File: src/rtl/small_buffer_arbiter_pkg.sv
// Shared types and defaults for small_buffer_arbiter.
// Depth defaults follow the SMALL_BRAM_DEPTH_IN / SMALL_LOG2_BRAM_DEPTH_IN defines.
`ifndef SMALL_BRAM_DEPTH_IN
`define SMALL_BRAM_DEPTH_IN 256
`endif
`ifndef SMALL_LOG2_BRAM_DEPTH_IN
`define SMALL_LOG2_BRAM_DEPTH_IN 8
`endif

package small_buffer_arbiter_pkg;
  localparam int unsigned SBA_DEPTH      = `SMALL_BRAM_DEPTH_IN;
  localparam int unsigned SBA_LOG2_DEPTH = `SMALL_LOG2_BRAM_DEPTH_IN;

  localparam int unsigned NUM_REQ  = 2;
  localparam int unsigned REQ_ID_W = 1;
  localparam int unsigned LINE_W   = 256;
  localparam int unsigned RES_W    = 64;
  localparam int unsigned EXP_W    = 8;
  localparam int unsigned MODE_W   = 2;
  localparam int unsigned LINES_W  = 11;
  localparam int unsigned FCNT_W   = 16;

  typedef logic [REQ_ID_W-1:0] req_id_t;

  typedef enum logic [1:0] {
    S_WAIT = 2'd0,
    S_WIN0 = 2'd1,
    S_FILL = 2'd2
  } win_state_t;
endpackage

File: src/rtl/small_buffer_arbiter_if.sv
// Requester and buffer-side bus for small_buffer_arbiter.
// master = producers + buffer environment, slave = the arbiter.
interface small_buffer_arbiter_if;
  import small_buffer_arbiter_pkg::*;

  logic [NUM_REQ-1:0][LINE_W-1:0]  req_data;
  logic [NUM_REQ-1:0]              req_vld;
  logic [NUM_REQ-1:0]              req_ready;
  logic [NUM_REQ-1:0][MODE_W-1:0]  req_mode;
  logic [NUM_REQ-1:0][LINES_W-1:0] req_lines_m1;

  logic [LINE_W-1:0]  buf_in_data;
  logic               buf_in_vld;
  logic               buf_in_ready;
  logic [MODE_W-1:0]  buf_mode;
  logic [LINES_W-1:0] buf_lines_m1;
  logic [RES_W-1:0]   buf_out_data;
  logic               buf_out_vld;
  logic [EXP_W-1:0]   buf_max_exp;
  logic               buf_max_exp_vld;

  modport master (
    output req_data, req_vld, req_mode, req_lines_m1,
    output buf_in_ready, buf_out_data, buf_out_vld, buf_max_exp, buf_max_exp_vld,
    input  req_ready, buf_in_data, buf_in_vld, buf_mode, buf_lines_m1
  );

  modport slave (
    input  req_data, req_vld, req_mode, req_lines_m1,
    input  buf_in_ready, buf_out_data, buf_out_vld, buf_max_exp, buf_max_exp_vld,
    output req_ready, buf_in_data, buf_in_vld, buf_mode, buf_lines_m1
  );
endinterface

File: src/rtl/small_buffer_arbiter_rr_arb2.sv
// Two-input round-robin grant; last_grant resets to 1 so requester 0 wins first.
module rr_arb2
  import small_buffer_arbiter_pkg::*;
(
  input  logic       clk,
  input  logic       rst,
  input  logic [1:0] req,
  input  logic       decide,
  output logic       gnt_vld,
  output req_id_t    gnt
);
  req_id_t last_grant;

  always_comb begin
    gnt_vld = |req;
    gnt     = '0;
    if (&req)        gnt = ~last_grant;
    else if (req[1]) gnt = req_id_t'(1);
  end

  always_ff @(posedge clk or posedge rst) begin
    if (rst)                    last_grant <= req_id_t'(1);
    else if (decide && gnt_vld) last_grant <= gnt;
  end
endmodule

File: src/rtl/small_buffer_arbiter.sv
// Grants whole buffer fill windows to one of two line producers and tags results.
// Optional SMALL_ARB_FILL_CNT_EN adds per-requester saturating owned-window counters.
module small_buffer_arbiter
  import small_buffer_arbiter_pkg::*;
#(
  parameter int unsigned DEPTH      = SBA_DEPTH,
  parameter int unsigned LOG2_DEPTH = SBA_LOG2_DEPTH
) (
  input  logic                  clk,
  input  logic                  rst,
  small_buffer_arbiter_if.slave bus,
  output logic [RES_W-1:0]      res_data,
  output logic                  res_vld,
  output req_id_t               res_owner,
  output logic [EXP_W-1:0]      max_exp,
  output logic                  max_exp_vld,
  output logic [NUM_REQ-1:0]    underrun,
  output logic                  busy
`ifdef SMALL_ARB_FILL_CNT_EN
  ,
  output logic [NUM_REQ-1:0][FCNT_W-1:0] fill_cnt
`endif
);
  win_state_t          state_q, state_d;
  logic [LOG2_DEPTH-1:0] beat_cnt;
  logic                win_last;
  logic                gnt_vld;
  req_id_t             gnt;
  logic                fill_owner_vld;
  req_id_t             fill_owner;
  logic                res_owner_vld;
  logic                own_vld;
  req_id_t             own;
  logic [MODE_W-1:0]   mode_q;
  logic [LINES_W-1:0]  lines_q;

  assign win_last = (state_q == S_FILL) && (beat_cnt == LOG2_DEPTH'(DEPTH - 1));

  rr_arb2 u_rr_arb2 (
    .clk     (clk),
    .rst     (rst),
    .req     (bus.req_vld),
    .decide  (state_q == S_WIN0),
    .gnt_vld (gnt_vld),
    .gnt     (gnt)
  );

  // The grant is live in WIN0 and taken from the registered owner for the rest of the window.
  always_comb begin
    state_d          = state_q;
    own_vld          = 1'b0;
    own              = '0;
    bus.req_ready    = '0;
    bus.buf_in_data  = '0;
    bus.buf_in_vld   = 1'b0;
    bus.buf_mode     = mode_q;
    bus.buf_lines_m1 = lines_q;
    unique case (state_q)
      S_WAIT: if (bus.buf_in_ready) state_d = S_WIN0;
      S_WIN0: begin
        state_d = S_FILL;
        own_vld = gnt_vld;
        own     = gnt;
        if (gnt_vld && !res_owner_vld) begin
          bus.buf_mode     = bus.req_mode[gnt];
          bus.buf_lines_m1 = bus.req_lines_m1[gnt];
        end
      end
      S_FILL: begin
        own_vld = fill_owner_vld;
        own     = fill_owner;
        if (win_last) state_d = S_WAIT;
      end
      default: state_d = S_WAIT;
    endcase
    if (own_vld) begin
      bus.req_ready[own] = 1'b1;
      bus.buf_in_vld     = bus.req_vld[own];
      if (bus.req_vld[own]) bus.buf_in_data = bus.req_data[own];
    end
    busy = own_vld;
  end

  always_ff @(posedge clk or posedge rst) begin
    if (rst) begin
      state_q        <= S_WAIT;
      beat_cnt       <= '0;
      fill_owner_vld <= 1'b0;
      fill_owner     <= '0;
      res_owner      <= '0;
      res_owner_vld  <= 1'b0;
      underrun       <= '0;
      mode_q         <= '0;
      lines_q        <= '0;
    end else begin
      state_q <= state_d;
      if (state_q != S_WAIT) beat_cnt <= win_last ? '0 : beat_cnt + 1'b1;
      if (state_q == S_WIN0) begin
        fill_owner_vld <= gnt_vld;
        if (gnt_vld) fill_owner <= gnt;
      end
      if (state_q == S_FILL && own_vld && !bus.req_vld[own]) underrun[own] <= 1'b1;
      if (win_last) begin
        res_owner      <= fill_owner;
        res_owner_vld  <= fill_owner_vld;
        fill_owner_vld <= 1'b0;
        if (fill_owner_vld) begin
          mode_q  <= bus.req_mode[fill_owner];
          lines_q <= bus.req_lines_m1[fill_owner];
        end
      end
    end
  end

  assign res_data    = bus.buf_out_data;
  assign res_vld     = bus.buf_out_vld & res_owner_vld;
  assign max_exp     = bus.buf_max_exp;
  assign max_exp_vld = bus.buf_max_exp_vld & res_owner_vld;

`ifdef SMALL_ARB_FILL_CNT_EN
  always_ff @(posedge clk or posedge rst) begin
    if (rst) begin
      fill_cnt <= '0;
    end else if (win_last && fill_owner_vld && (fill_cnt[fill_owner] != '1)) begin
      fill_cnt[fill_owner] <= fill_cnt[fill_owner] + 1'b1;
    end
  end
`endif
endmodule

File: src/flat_wrapper.sv
// flat-port wrapper written by rule: the top's interface ports become plain ports
module small_buffer_arbiter_flat import small_buffer_arbiter_pkg::*;
#(
  parameter int unsigned DEPTH      = SBA_DEPTH,
  parameter int unsigned LOG2_DEPTH = SBA_LOG2_DEPTH
)
  (clk, rst, res_data, res_vld, res_owner, max_exp, max_exp_vld, underrun, busy, bus_req_data, bus_req_vld, bus_req_mode, bus_req_lines_m1, bus_buf_in_ready, bus_buf_out_data, bus_buf_out_vld, bus_buf_max_exp, bus_buf_max_exp_vld, bus_req_ready, bus_buf_in_data, bus_buf_in_vld, bus_buf_mode, bus_buf_lines_m1);
  small_buffer_arbiter_if bus_i ();
  input  logic clk;
  input  logic rst;
  output logic [RES_W-1:0] res_data;
  output logic res_vld;
  output req_id_t res_owner;
  output logic [EXP_W-1:0] max_exp;
  output logic max_exp_vld;
  output logic [NUM_REQ-1:0] underrun;
  output logic busy;
  input wire logic [$bits(bus_i.req_data)-1:0] bus_req_data;
  input wire logic [$bits(bus_i.req_vld)-1:0] bus_req_vld;
  input wire logic [$bits(bus_i.req_mode)-1:0] bus_req_mode;
  input wire logic [$bits(bus_i.req_lines_m1)-1:0] bus_req_lines_m1;
  input wire logic [$bits(bus_i.buf_in_ready)-1:0] bus_buf_in_ready;
  input wire logic [$bits(bus_i.buf_out_data)-1:0] bus_buf_out_data;
  input wire logic [$bits(bus_i.buf_out_vld)-1:0] bus_buf_out_vld;
  input wire logic [$bits(bus_i.buf_max_exp)-1:0] bus_buf_max_exp;
  input wire logic [$bits(bus_i.buf_max_exp_vld)-1:0] bus_buf_max_exp_vld;
  output wire logic [$bits(bus_i.req_ready)-1:0] bus_req_ready;
  output wire logic [$bits(bus_i.buf_in_data)-1:0] bus_buf_in_data;
  output wire logic [$bits(bus_i.buf_in_vld)-1:0] bus_buf_in_vld;
  output wire logic [$bits(bus_i.buf_mode)-1:0] bus_buf_mode;
  output wire logic [$bits(bus_i.buf_lines_m1)-1:0] bus_buf_lines_m1;
  assign bus_i.req_data = bus_req_data;
  assign bus_i.req_vld = bus_req_vld;
  assign bus_i.req_mode = bus_req_mode;
  assign bus_i.req_lines_m1 = bus_req_lines_m1;
  assign bus_i.buf_in_ready = bus_buf_in_ready;
  assign bus_i.buf_out_data = bus_buf_out_data;
  assign bus_i.buf_out_vld = bus_buf_out_vld;
  assign bus_i.buf_max_exp = bus_buf_max_exp;
  assign bus_i.buf_max_exp_vld = bus_buf_max_exp_vld;
  assign bus_req_ready = bus_i.req_ready;
  assign bus_buf_in_data = bus_i.buf_in_data;
  assign bus_buf_in_vld = bus_i.buf_in_vld;
  assign bus_buf_mode = bus_i.buf_mode;
  assign bus_buf_lines_m1 = bus_i.buf_lines_m1;
  small_buffer_arbiter #(.DEPTH(DEPTH), .LOG2_DEPTH(LOG2_DEPTH)) u_core (.clk(clk), .rst(rst), .bus(bus_i), .res_data(res_data), .res_vld(res_vld), .res_owner(res_owner), .max_exp(max_exp), .max_exp_vld(max_exp_vld), .underrun(underrun), .busy(busy));
endmodule
File: config.mk
export PLATFORM = sky130hd
export DESIGN_NAME = small_buffer_arbiter_flat
export DESIGN_NICKNAME = d
export VERILOG_FILES = /design/src/rtl/small_buffer_arbiter_pkg.sv /design/src/rtl/small_buffer_arbiter_if.sv /design/src/rtl/small_buffer_arbiter_rr_arb2.sv /design/src/rtl/small_buffer_arbiter.sv /design/src/flat_wrapper.sv
export SDC_FILE = /design/constraint.sdc
export NUM_CORES = 1
export LEC_CHECK = 0
export CAP_MARGIN = 20
export CORE_AREA = 5 5 377 379
export CTS_BUF_LIST = sky130_fd_sc_hd__clkbuf_2 sky130_fd_sc_hd__clkbuf_4 sky130_fd_sc_hd__clkbuf_8
export DETAILED_ROUTE_END_ITERATION = 10
export DIE_AREA = 0 0 382 384
export HOLD_SLACK_MARGIN = 0.08
export PLACE_DENSITY = 0.3
export REMOVE_ABC_BUFFERS = 1
export SETUP_SLACK_MARGIN = 0.1
export SYNTH_ARGS = -nofsm -noshare
export SYNTH_HDL_FRONTEND = slang
export SYNTH_HIERARCHICAL = 1
export SYNTH_SLANG_ARGS = --single-unit
File: constraint.sdc
create_clock -name clk -period 6.1 [get_ports clk]
set_clock_uncertainty 0.1 [all_clocks]
set_input_delay 1.83 -clock clk [delete_from_list [all_inputs] [get_ports clk]]
set_output_delay 1.83 -clock clk [all_outputs]
set_load 0.005 [all_outputs]
==> flow_summary.yaml <==
run_status:
  outcome: "finished, final reports clean"
global_routing:
  grt_pass1_wl_um: 121400
  grt_use_met1_pct: 15.20
  grt-ovfl-total: 0
  grt_max_degree: 44
  gr-max-usage-layer: "met2"
  antenna_found_initial: 56
  grt_usage_pct: 12.31
  grt_use_met3_pct: 5.667
  grt_pass1_vias: 12010
  grt_use_met2_pct: 20.49
placed_design:
  hpwl_um: 86660
  numPortBuffers: 822
  gp_congestion: 0.8695
  dp.cells: 3725
timing:
  slew_violations: 0
  hold_violations: 0
  fin_crit_ns: 5.799
  rsz0062_at_grt: "no"
  fmax_mhz: 172.5
  relSlewSlack_pct: 44.25
  post-route-period-util_pct: 95.06
  tightest_slew_ns: 0.8298
  setup_viol: 0
drt:
  detail-route-antenna-nets: 0
  wl_um: 95890
  vias_per_cell: 2.962
  drt_first_pass_iters: 5
  dr_total_vias: 11080
  wl_per_cell_um: 25.63
  drc: 0
  drt_iter0_markers: 336
setup_path:
  worst_r2r_path_depth: 5
  critPathKind: "in2out"
  crit_fanout: 19
  r2r-end: "u_core/res_owner$_DFFE_PP0P_"
  worstPathRequired_ns: 4.17
  r2r-start: "u_core/state_q[0]$_DFFE_PP0P_"
  regToRegSetupSlack_ns: 3.82
  crit_path_start_kind: "input pin"
  arrival_ns: 3.87
  crit_path_end_kind: "output pin"
power_and_ir_drop:
  power_frac_seq_pct: 6.9
  swShare_pct: 46.35
  power.density_mw_per_mm2: 231.1
  power_switching_w: 0.001883
  power_leakage_nw: 6.809
  peakVddDrop_uv: 89.90
  p_int_w: 0.002180
  clkPwrFrac_pct: 4.4
  comb_power_share_pct: 88.7
yosys:
  yosysSeqAreaShare_pct: 12.14
  yosys.area.top_type: "nand2_1"
  async_reset_ff_share_pct: 100.0
  synthesis.area_mm2: 0.006193
  synthCells: 1117
  synth_cell_types: 40
  yosys.area.top_type_share_pct: 33.09
  synth_edf_count: 0
  ys_seq_elements: 30
  avgSynthCellArea_um2: 5.545
  synth_area_leaders: "nand2_1 33%, a21oi_1 20%, dfrtp_1 12%, buf_4 9.5%, buf_6 4.7%"
  ys.warnings.count: 6
  ys.flop_type: "dfrtp_1"
final_layout:
  finalNonFillerCells: 3742
  area_growth_pct: 183.9
  nNetsFinal: 2556
  utilization_pct: 12.69
  post_route_cells_drive_above_1_share_pct: 12.15
clock_tree:
  cts_hold_buf: 0
  clock_latency_ns: 0.29
  clockBufferDepth: 2
  cts_root_buf: "clkbuf_8"
  cts_tree: "yes"
  htreeDepth: 2
  clk_pin_slew_ns: 0.07
  cts.sinks: 30
  cts_buffers: 5
worst_hold_path:
  hold_depth: 2
  min_to: "u_core/underrun[1]$_DFFE_PP0P_"
  worstHoldStart: "u_core/underrun[1]$_DFFE_PP0P_"
  min_path_type: "reg2reg"
run:
  maxCapViolations: 0
floorplanning:
  fp.dieArea_mm2: 0.1467
  io_pins: 967
  die_w_um: 382
  coreArea_mm2: 0.1385
  num_rows: 137
  start_util_pct: 4.472
  die_h_um: 384
power by group through the flow:
| stage | clock network [W] | registers [W] | logic (W) |
|---|---|---|---|
| after floorplan | 0 | 0.000289 | 0.00135 |
| after global placement | 0 | 0.000285 | 0.00363 |
| after detailed placement | 0 | 0.000285 | 0.00360 |
| after CTS | 0.000189 | 0.000281 | 0.00371 |
| after global routing | 0.000199 | 0.000288 | 0.00393 |
| final | 0.000177 | 0.000282 | 0.00360 |
final cells by class:
class                      instances  area (um2)
clock buffer                       7       90.09
inverter                          11       41.29
clock inverter                     1       5.005
sequential                        30       752.0
antenna                            1       2.502
fill                           16160      120900
timing repair buffer             976       10130
tap                             1807        2261
multi-input combinational        909        4303
layout by cell type (no fill, tap or decap), types with 3 or more instances in the layout:
cell / instances
clkdlybuf4s50_1: 766
nand2_1: 546
a21oi_1: 238
buf_4: 123
buf_12: 57
dfrtp_1: 29
mux2i_1: 27
a21oi_2: 20
o21ai_0: 17
dlygate4sd2_1: 13
inv_1: 11
dlymetal6s2s_1: 9
o21ai_1: 7
clkbuf_8: 6
o21ai_2: 6
ha_1: 6
o31ai_1: 5
mux2_2: 4
buf_16: 3
through the flow:
step	setup TNS [ns]	power (W)	hold WS (ns)	worst slack, ns	cell area, um2
CTS	0	0.004179	0.3815	0.09661	17480
global placement	-25.81	0.003910	0.3631	-0.3247	17240
global route	0	0.004421	0.4000	0.1801	17580
detailed placement	-23.12	0.003886	0.3620	-0.2946	17240
floorplan	-1165.61	0.001635	0.3516	-4.673	5010
finish	0	0.004063	0.3723	0.3012	17580
logic make-up after synthesis:
group,count (synthesis),synth area share (%)
xor gates and xnor gates,4,0.5658
AOI/OAI and AO/OA,301,25.94
and+or+nand+nor,567,35.27
adders and majority gates,6,1.212
buffers and inverters,178,19.78
DFF,30,12.14
muxes,31,5.091
synth_stat cells, types with 2 or more instances:
cell      number
nand4b_1       2
o21ai_2        6
nand3_1        2
mux2i_1       27
nand2b_1       2
and2_1         3
clkbuf_1       7
buf_4         78
mux2_2         4
nor2b_1        2
a21oi_1      249
o31ai_1        5
nor3_1         2
dfrtp_1       29
buf_6         26
buf_2         55
a21oi_2       10
xor2_1         2
xnor2_1        2
a21o_1         2
ha_1           6
nand2_1      546
inv_1         11
o21ai_1        7
o21ai_0       17
layer usage:
metal / wire, um / share of wire (%)
met1: 40510 / 42
met2: 43780 / 46
met3: 10480 / 11
met4: 813 / 0.85
met5: 296 / 0.31
critical path, cell delays in order:
cell	delay [ns]
clkbuf_2	0.12
a21boi_4	0.15
a22o_4	0.26
mux2i_1	0.12
nand2b_4	0.17
buf_12	0.16
buf_12	0.18
buf_4	0.14
a21oi_1	0.12
clkdlybuf4s50_1	0.56
repair_timing:
| item | CTS | global route |
|---|---|---|
| gates cloned | 2 | 0 |
| buffers inserted | 4 | 1 |
| pin swaps | 1 | 0 |
| gates resized for setup | 26 | 20 |
| setup endpoints to repair | 252 | 159 |
worst max-delay path by stage:
stage	start	end	depth (start not counted)
2_1_floorplan	bus_req_vld[1]	bus_buf_in_vld	5
3_3_place_gp	bus_req_vld[1]	bus_buf_in_data[245]	8
3_5_place_dp	bus_req_vld[1]	bus_buf_in_data[245]	8
4_1_cts	bus_req_vld[1]	bus_buf_in_data[123]	10
5_1_grt	bus_req_vld[1]	bus_buf_in_data[104]	11
6_report	bus_req_vld[1]	bus_buf_in_data[128]	10
sequential cells by signal (all words and copies together), names as in the netlist:
signal / count
u_core/underrun: 2
u_core/res_owner_vld: 1
u_core/u_rr_arb2/last_grant: 1
u_core/fill_owner: 1
u_core/fill_owner_vld: 1
u_core/mode_q: 2
u_core/res_owner: 1
u_core/lines_q: 11
u_core/beat_cnt: 8
u_core/state_q: 2
Note: power is estimated with default switching activity, not from simulation.
